`src/rtl/mem_port_arbiter.sv`:
```
// mem_port_arbiter: shares one memory port between fetch (I) and load/store (D), D first with fetch anti-starvation.
// Optional MEM_TIMEOUT_EN aborts a BUSY transaction after TIMEOUT_CYCLES cycles without m_ack.
module mem_port_arbiter #(
  parameter int ADDR_W         = 32,
  parameter int DATA_W         = 32,
  parameter int STARVE_LIMIT   = 4,
  parameter int TIMEOUT_CYCLES = 255
) (
  input  logic                  clk,
  input  logic                  rst_n,
  input  logic                  if_req,
  input  logic [ADDR_W-1:0]     if_addr,
  output logic                  if_gnt,
  output logic                  if_rvalid,
  output logic [DATA_W-1:0]     if_rdata,
  output logic                  if_err,
  input  logic                  d_req,
  input  logic                  d_we,
  input  logic [DATA_W/8-1:0]   d_wstrb,
  input  logic [ADDR_W-1:0]     d_addr,
  input  logic [DATA_W-1:0]     d_wdata,
  output logic                  d_gnt,
  output logic                  d_rvalid,
  output logic [DATA_W-1:0]     d_rdata,
  output logic                  d_err,
  output logic                  m_req,
  output logic                  m_we,
  output logic [DATA_W/8-1:0]   m_wstrb,
  output logic [ADDR_W-1:0]     m_addr,
  output logic [DATA_W-1:0]     m_wdata,
  input  logic                  m_ack,
  input  logic [DATA_W-1:0]     m_rdata
);
  localparam int CW = $clog2(STARVE_LIMIT + 1);
  localparam logic [CW-1:0] LIM = CW'(STARVE_LIMIT);
  typedef enum logic [2:0] {IDLE, BUSY_I, BUSY_D, RESP_I, RESP_D} state_t;
  state_t state;
  logic [CW-1:0] starve_cnt;
  logic idle, busy, fetch_wins, tmo, done;
  assign idle       = state == IDLE;
  assign busy       = state == BUSY_I || state == BUSY_D;
  assign fetch_wins = if_req && (!d_req || starve_cnt >= LIM);
  assign if_gnt     = idle && fetch_wins;
  assign d_gnt      = idle && d_req && !fetch_wins;
  assign done       = busy && (m_ack || tmo);
`ifdef MEM_TIMEOUT_EN
  localparam int TW = $clog2(TIMEOUT_CYCLES + 1);
  logic [TW-1:0] tmo_cnt;
  // an ack in the expiry cycle wins over the timeout
  assign tmo = busy && !m_ack && tmo_cnt == TW'(TIMEOUT_CYCLES - 1);
  always_ff @(posedge clk or negedge rst_n)
    if (!rst_n) tmo_cnt <= '0;
    else tmo_cnt <= busy && !m_ack ? tmo_cnt + 1'b1 : '0;
`else
  assign tmo = TIMEOUT_CYCLES < 0;
`endif
  always_ff @(posedge clk or negedge rst_n) begin
    if (!rst_n) begin
      state      <= IDLE;
      starve_cnt <= '0;
      m_req      <= 1'b0;
      m_we       <= 1'b0;
      m_wstrb    <= '0;
      m_addr     <= '0;
      m_wdata    <= '0;
      if_rvalid  <= 1'b0;
      d_rvalid   <= 1'b0;
      if_rdata   <= '0;
      d_rdata    <= '0;
      if_err     <= 1'b0;
      d_err      <= 1'b0;
    end else begin
      starve_cnt <= if_req && !if_gnt ? (starve_cnt == LIM ? LIM : starve_cnt + 1'b1) : '0;
      if_rvalid  <= state == RESP_I;
      d_rvalid   <= state == RESP_D;
      case (state)
        IDLE: if (if_gnt || d_gnt) begin
          state   <= if_gnt ? BUSY_I : BUSY_D;
          m_req   <= 1'b1;
          m_we    <= d_gnt && d_we;
          m_wstrb <= d_gnt ? d_wstrb : '0;
          m_addr  <= if_gnt ? if_addr : d_addr;
          m_wdata <= if_gnt ? '0 : d_wdata;
        end
        BUSY_I, BUSY_D: if (done) begin
          state <= state == BUSY_I ? RESP_I : RESP_D;
          m_req <= 1'b0;
          if (state == BUSY_I) begin
            if_rdata <= m_ack && !m_we ? m_rdata : '0;
            if_err   <= tmo;
          end else begin
            d_rdata <= m_ack && !m_we ? m_rdata : '0;
            d_err   <= tmo;
          end
        end
        default: state <= IDLE;
      endcase
    end
  end
endmodule

```
`config.mk`:
```
export PLATFORM = sky130hd
export DESIGN_NAME = mem_port_arbiter
export DESIGN_NICKNAME = d
export VERILOG_FILES = /design/src/rtl/mem_port_arbiter.sv
export SDC_FILE = /design/constraint.sdc
export NUM_CORES = 1
export LEC_CHECK = 0
export BUFFER_PORTS_ARGS = -buffer_cell sky130_fd_sc_hd__buf_2
export CAP_MARGIN = 5
export CORE_ASPECT_RATIO = 1.25
export CORE_MARGIN = 4
export CORE_UTILIZATION = 40
export CTS_CLUSTER_DIAMETER = 50
export DETAILED_ROUTE_END_ITERATION = 12
export MAX_ROUTING_LAYER = met4
export PLACE_DENSITY = 0.71
export SETUP_SLACK_MARGIN = 0.15
export SYNTH_ARGS = -nofsm -noshare
export SYNTH_HDL_FRONTEND = slang
export SYNTH_SLANG_ARGS = --single-unit
export TNS_END_PERCENT = 20
```
`constraint.sdc`:
```
create_clock -name clk -period 3.3 [get_ports clk]
set_input_delay 0.99 -clock clk [delete_from_list [all_inputs] [get_ports clk]]
set_output_delay 0.99 -clock clk [all_outputs]
set_load 0.05 [all_outputs]
```
Yosys cells after proc, flatten, opt, wreduce, memory -nomap -nowiden
Index checks and enable logic that the tools add are counted.
{"block": "word_totals", "wordCells": 58, "in_bits": 138, "reg_bits": 142}
{"block": "op_classes", "n_lt_le_gt_ge": 1, "bitwise_logic": 1, "n_mux": 14, "n_reduce_logical": 23, "n_eq_ne": 7, "add_sub_neg": 1}
{"cell": "32-bit two-way mux", "count": 3}
{"cell": "3-bit two-way mux", "count": 5}
{"cell": "3-bit AND reduction", "count": 3}
{"cell": "1-bit logical AND", "count": 8}
{"cell": "3-bit by 2-bit == test with 1-bit output (second input constant)", "count": 2}
{"cell": "3-bit == test (second input constant)", "count": 2}
{"cell": "3-bit one-hot mux with 2 select lines", "count": 1}
{"cell": "1-bit logical NOT", "count": 4}
{"cell": "4-bit two-way mux", "count": 1}
{"cell": "2-bit AND reduction", "count": 2}
{"cell": "3-bit by 1-bit adder with 3-bit output (second input constant)", "count": 1}
{"cell": "3-bit by 1-bit == test with 1-bit output (second input constant)", "count": 1}
{"cell": "3-bit greater-or-equal comparator (second input constant)", "count": 1}
{"cell": "3-bit logical NOT", "count": 1}
{"cell": "1-bit logical OR", "count": 3}
{"cell": "1-bit two-way mux", "count": 2}
{"cell": "2-bit two-way mux", "count": 1}
{"cell": "2-bit by 1-bit inequality test with 1-bit output (second input constant)", "count": 1}
{"cell": "2-bit inequality test (second input constant)", "count": 1}
{"cell": "1-bit one-hot mux with 2 select lines", "count": 1}
{"cell": "2-bit nonzero test", "count": 1}
{"cell": "2-bit OR reduction", "count": 1}
{"cell": "1-bit NOT", "count": 1}

Depth between registers and ports, before layout
{"block": "logic_depth", "ltp_word": 8, "depth_mapped": 7, "ltp_nobuf": 4}

Least setup slack after synthesis
OpenSTA, ideal clock, no wires.
{"block": "synth_timing", "path_type": "input port to output port", "startpoint": "in if_req", "endpoint": "out if_gnt", "path_slack_ns": 0.379, "cell_stages": 4, "t_required_ns": 2.310, "arrival_ns": 1.931, "path_cell_list": "clkbuf_1 -> nand3_1 -> clkbuf_1 -> inv_1"}
{"block": "synth_via", "elab_chain_cells": 2}
{"element": "start: declaration", "line": "11", "source": "input logic if_req,"}
{"element": "1-bit logical AND", "line": "42", "source": "assign fetch_wins = if_req && (!d_req || starve_cnt >= LIM);"}
{"element": "1-bit logical AND", "line": "43", "source": "assign if_gnt = idle && fetch_wins;"}
{"element": "end: declaration", "line": "13", "source": "output logic if_gnt,"}
Every way passes these cells.

Worst setup path in the final report
{"block": "layout_timing", "startpoint": "reg state[1]", "endpoint": "out d_gnt"}
{"block": "layout_via", "elab_chain_cells": 3}
{"element": "start: declaration", "line": "37", "source": "state_t state;"}
{"element": "start signal: assignment", "line": "78", "source": "state <= if_gnt ? BUSY_I : BUSY_D;"}
{"element": "start signal: assignment", "line": "86", "source": "state <= state == BUSY_I ? RESP_I : RESP_D;"}
{"element": "3-bit logical NOT", "line": "40", "source": "assign idle = state == IDLE;"}
{"element": "1-bit logical AND (2 in a row)", "line": "44", "source": "assign d_gnt = idle && d_req && !fetch_wins;"}
{"element": "end: declaration", "line": "22", "source": "output logic d_gnt,"}
Every way passes these cells.

==> metrics.txt <==
Top-Level Pins=about 280; Post-route DRC=0; die area=16170 um^2; CP Cell Sequence=or3_1, nor2_2, buf_2; Setup WS post-layout=0.3918 ns; power per standard cell area=around 1300 nW/um^2; Max FO, Critical Path=10; switching part of the total=50.51%; Worst VDD drop=between 0.7 and 0.8 mV; status=finished clean; Synthesis Warnings=0; Logic pwr share=52.3%; number of enable flip-flop cells after synthesis=0; Post CTS Setup Buffer Count=0; post-DR vias/cell=slightly above 5; Fin Hold WS=approximately 0.48 ns; TritonCTS Buffers=17; worst-margin pin slew=a little under 0.9 ns; die height=approximately 140 um; final setup fails=0; starting density of the core=slightly above 40%; Seq cells post-synth=142; initial drt markers=just under 300; Fin Clk Skew=between 0.009 and 0.01 ns; Final ANT Viol Nets=0; die width=~110 um; hold crit path type=reg -> reg; Worst setup SP type=register; area delta synth->final=37.06%; GRT met2 Usage=33.61%; Synth Cell Area=5675 um^2; gr ovfl total=0; clk root buf=clkbuf_16; Max-Cap Viols=0; Synth cell types=34; fillcell total=1195; wire length of the first global-routing pass=25120 um; highest cell delay on the worst timing path=~0.55 ns; nets=approximately 890; RD Place Congestion=~0.84; Worst-path clk slew=around 0.060 ns; gr usage total=between 20% and 30%; ys async rst share=between 90% and 100%; Primary FF master, synth=dfrtp_1; row count=48; Int Power=a little over 5 mW; largest net degree at the start of global routing=between 60 and 70; Max Slew Vio Count=0; vias in the first global route=slightly above 5000; critical path arrival=approximately 1.9 ns; routed wire length per instance=around 17 um; Seq pwr share=approximately 29%; RSZ-0062 raised after global routing=no; hold bufs inserted after CTS=0; GRT busiest layer=met2; Antenna diodes=0; Cells after Synth=roughly 480; crit end category=output pin; DP HPWL=between 10000 and 15000 um; WS Path Type=reg -> out; ratio of cells with drive above 1 in the final layout=47.17%; initial antenna violation count=0; number of port buffers=about 280; Max Buffers Root-to-Sink=2; CTS tree=built; core box area=13870 um^2; Clock power frac=around 18%; setup tns final=0 ns; Initial DRT Pass Iterations=6; required time worst endpoint=about 2.3 ns; NetSw=roughly 5.1 mW; H-Tree Depth=4; grt met1 use=23.05%; post-synthesis sequential area ratio=62.61%; Tcrit/Tclk final=88.13%; # clock sinks=roughly 140; Max-slew headroom=slightly above 40%; Vias=4782; leakage power=~4 nW; wirelength, routed=between 15000 and 20000 um; final hold vios=0; Pwr Total=10.18 mW; Clock Latency Late Sink=a little over 0.4 ns; met3 usage=approximately 5.2%; fin crit period=between 2 and 3 ns; DP Worst Slack=~0.49 ns; CTS resizes=0; CP max stage cell=or3_1; Avg Cell Area, Syn=about 12 um^2; f_max=roughly 340 MHz
==> through the flow <==
| step | cells | utilization [%] | instance area [um^2] |
|---|---|---|---|
| after global placement | 904 | 51.80 | 7187 |
| final | 936 | 56.07 | 7779 |
| after detailed placement | 904 | 51.80 | 7187 |
| after floorplan | 484 | - | 5679 |
| after CTS | 936 | 56.07 | 7779 |
| after global routing | 936 | 56.07 | 7779 |
==> power groups by stage <==
stage	clock network, mW	registers, mW	logic (mW)
floorplan	0	5.56	1.50
CTS	1.93	2.99	5.37
global placement	0	2.98	5.26
global route	2.02	3.08	5.62
finish	1.87	2.98	5.33
detailed placement	0	2.99	5.37
==> final cells by class <==
| class | count | area, um^2 | area share [%] |
|---|---|---|---|
| clock buffer | 19 | 452.9 | 5.823 |
| clock inverter | 13 | 138.9 | 1.785 |
| inverter | 6 | 22.52 | 0.2895 |
| multi-input combinational | 293 | 1887 | 24.26 |
| sequential | 142 | 3553 | 45.68 |
| tap | 175 | 219.0 | 2.815 |
| timing repair buffer | 288 | 1505 | 19.35 |
==> worst paths after layout <==
path,start,endpoint,slack [ns],cells after the start
hold reg to reg,d_rdata[3],d_rdata[3],0.48,2
min in group asynchronous,rst_n,d_rdata[6],0.57,1
setup reg to reg,state[1],m_addr[11],0.94,4
max in group asynchronous,rst_n,m_wdata[5],2.09,2
hold / removal,d_rdata[3],d_rdata[3],0.48,2
setup / recovery,state[1],d_gnt,0.39,3
==> cells in the final DEF (no fill, tap or decap), drive strengths merged, types with 2 or more instances in the layout <==
master,instances
buf,288
dfrtp,142
o21ai,67
nand2,65
a22o,37
nand2b,33
or3,33
o221a,32
clkbuf,19
inv,8
clkinv,7
nor2,4
a21oi,2
nand4bb,2
ha,2
conb,2
clkinvlp,2
bufinv,2
nor3,2
==> logic make-up (layout without fill, tap and decap cells) <==
kind of cell,Yosys count,after routing,share of synthesized area (%)
AO/OA/AOI/OAI,144,144,19.03
AND/OR/NAND/NOR,144,144,13.21
flip-flops,142,142,62.61
buffers and inverters,49,326,4.497
adder cells (fa/ha/maj),2,2,0.4408
other,1,2,0.06607
XOR/XNOR,1,1,0.1543
==> metal layers <==
| metal | share of wire [%] | up-vias |
|---|---|---|
| met1 | 38 | 2294 |
| met2 | 52 | 208 |
| li1 | - | 2251 |
| met4 | 2.7 | 0 |
| met3 | 7.0 | 29 |
| met5 | 0 | - |
==> synth_stat cells, types with 2 or more instances <==
| library cell | count | area (um^2) |
|---|---|---|
| inv_1 | 6 | 22.52 |
| nand2b_1 | 33 | 206.5 |
| buf_1 | 3 | 11.26 |
| buf_4 | 3 | 22.52 |
| clkbuf_1 | 24 | 90.09 |
| nand2_1 | 65 | 244.0 |
| o21ai_1 | 9 | 45.04 |
| buf_6 | 7 | 78.83 |
| buf_2 | 6 | 30.03 |
| dfrtp_1 | 142 | 3553 |
| nand4bb_1 | 2 | 22.52 |
| o21ai_0 | 58 | 290.3 |
| nor2_1 | 3 | 11.26 |
| a22o_1 | 37 | 324.1 |
| ha_1 | 2 | 25.02 |
| a21oi_1 | 2 | 10.01 |
| o221a_2 | 32 | 360.4 |
| or3_1 | 33 | 206.5 |
==> state kept, by name, summed over array words and instances, names as in the netlist <==
| signal | flops |
|---|---|
| d_rdata | 32 |
| m_we | 1 |
| state | 3 |
| if_rvalid | 1 |
| d_rvalid | 1 |
| starve_cnt | 3 |
| m_wstrb | 4 |
| if_rdata | 32 |
| m_addr | 32 |
| m_wdata | 32 |
| m_req | 1 |
==> worst max-delay path: cells and delay by family, from the launching register on <==
kind	cells	cell delay, ns
buffers and inverters	1	0.28
flip-flops	1	0.49
AND/OR/NAND/NOR	2	0.74
Power figures use the tool's default switching activity.
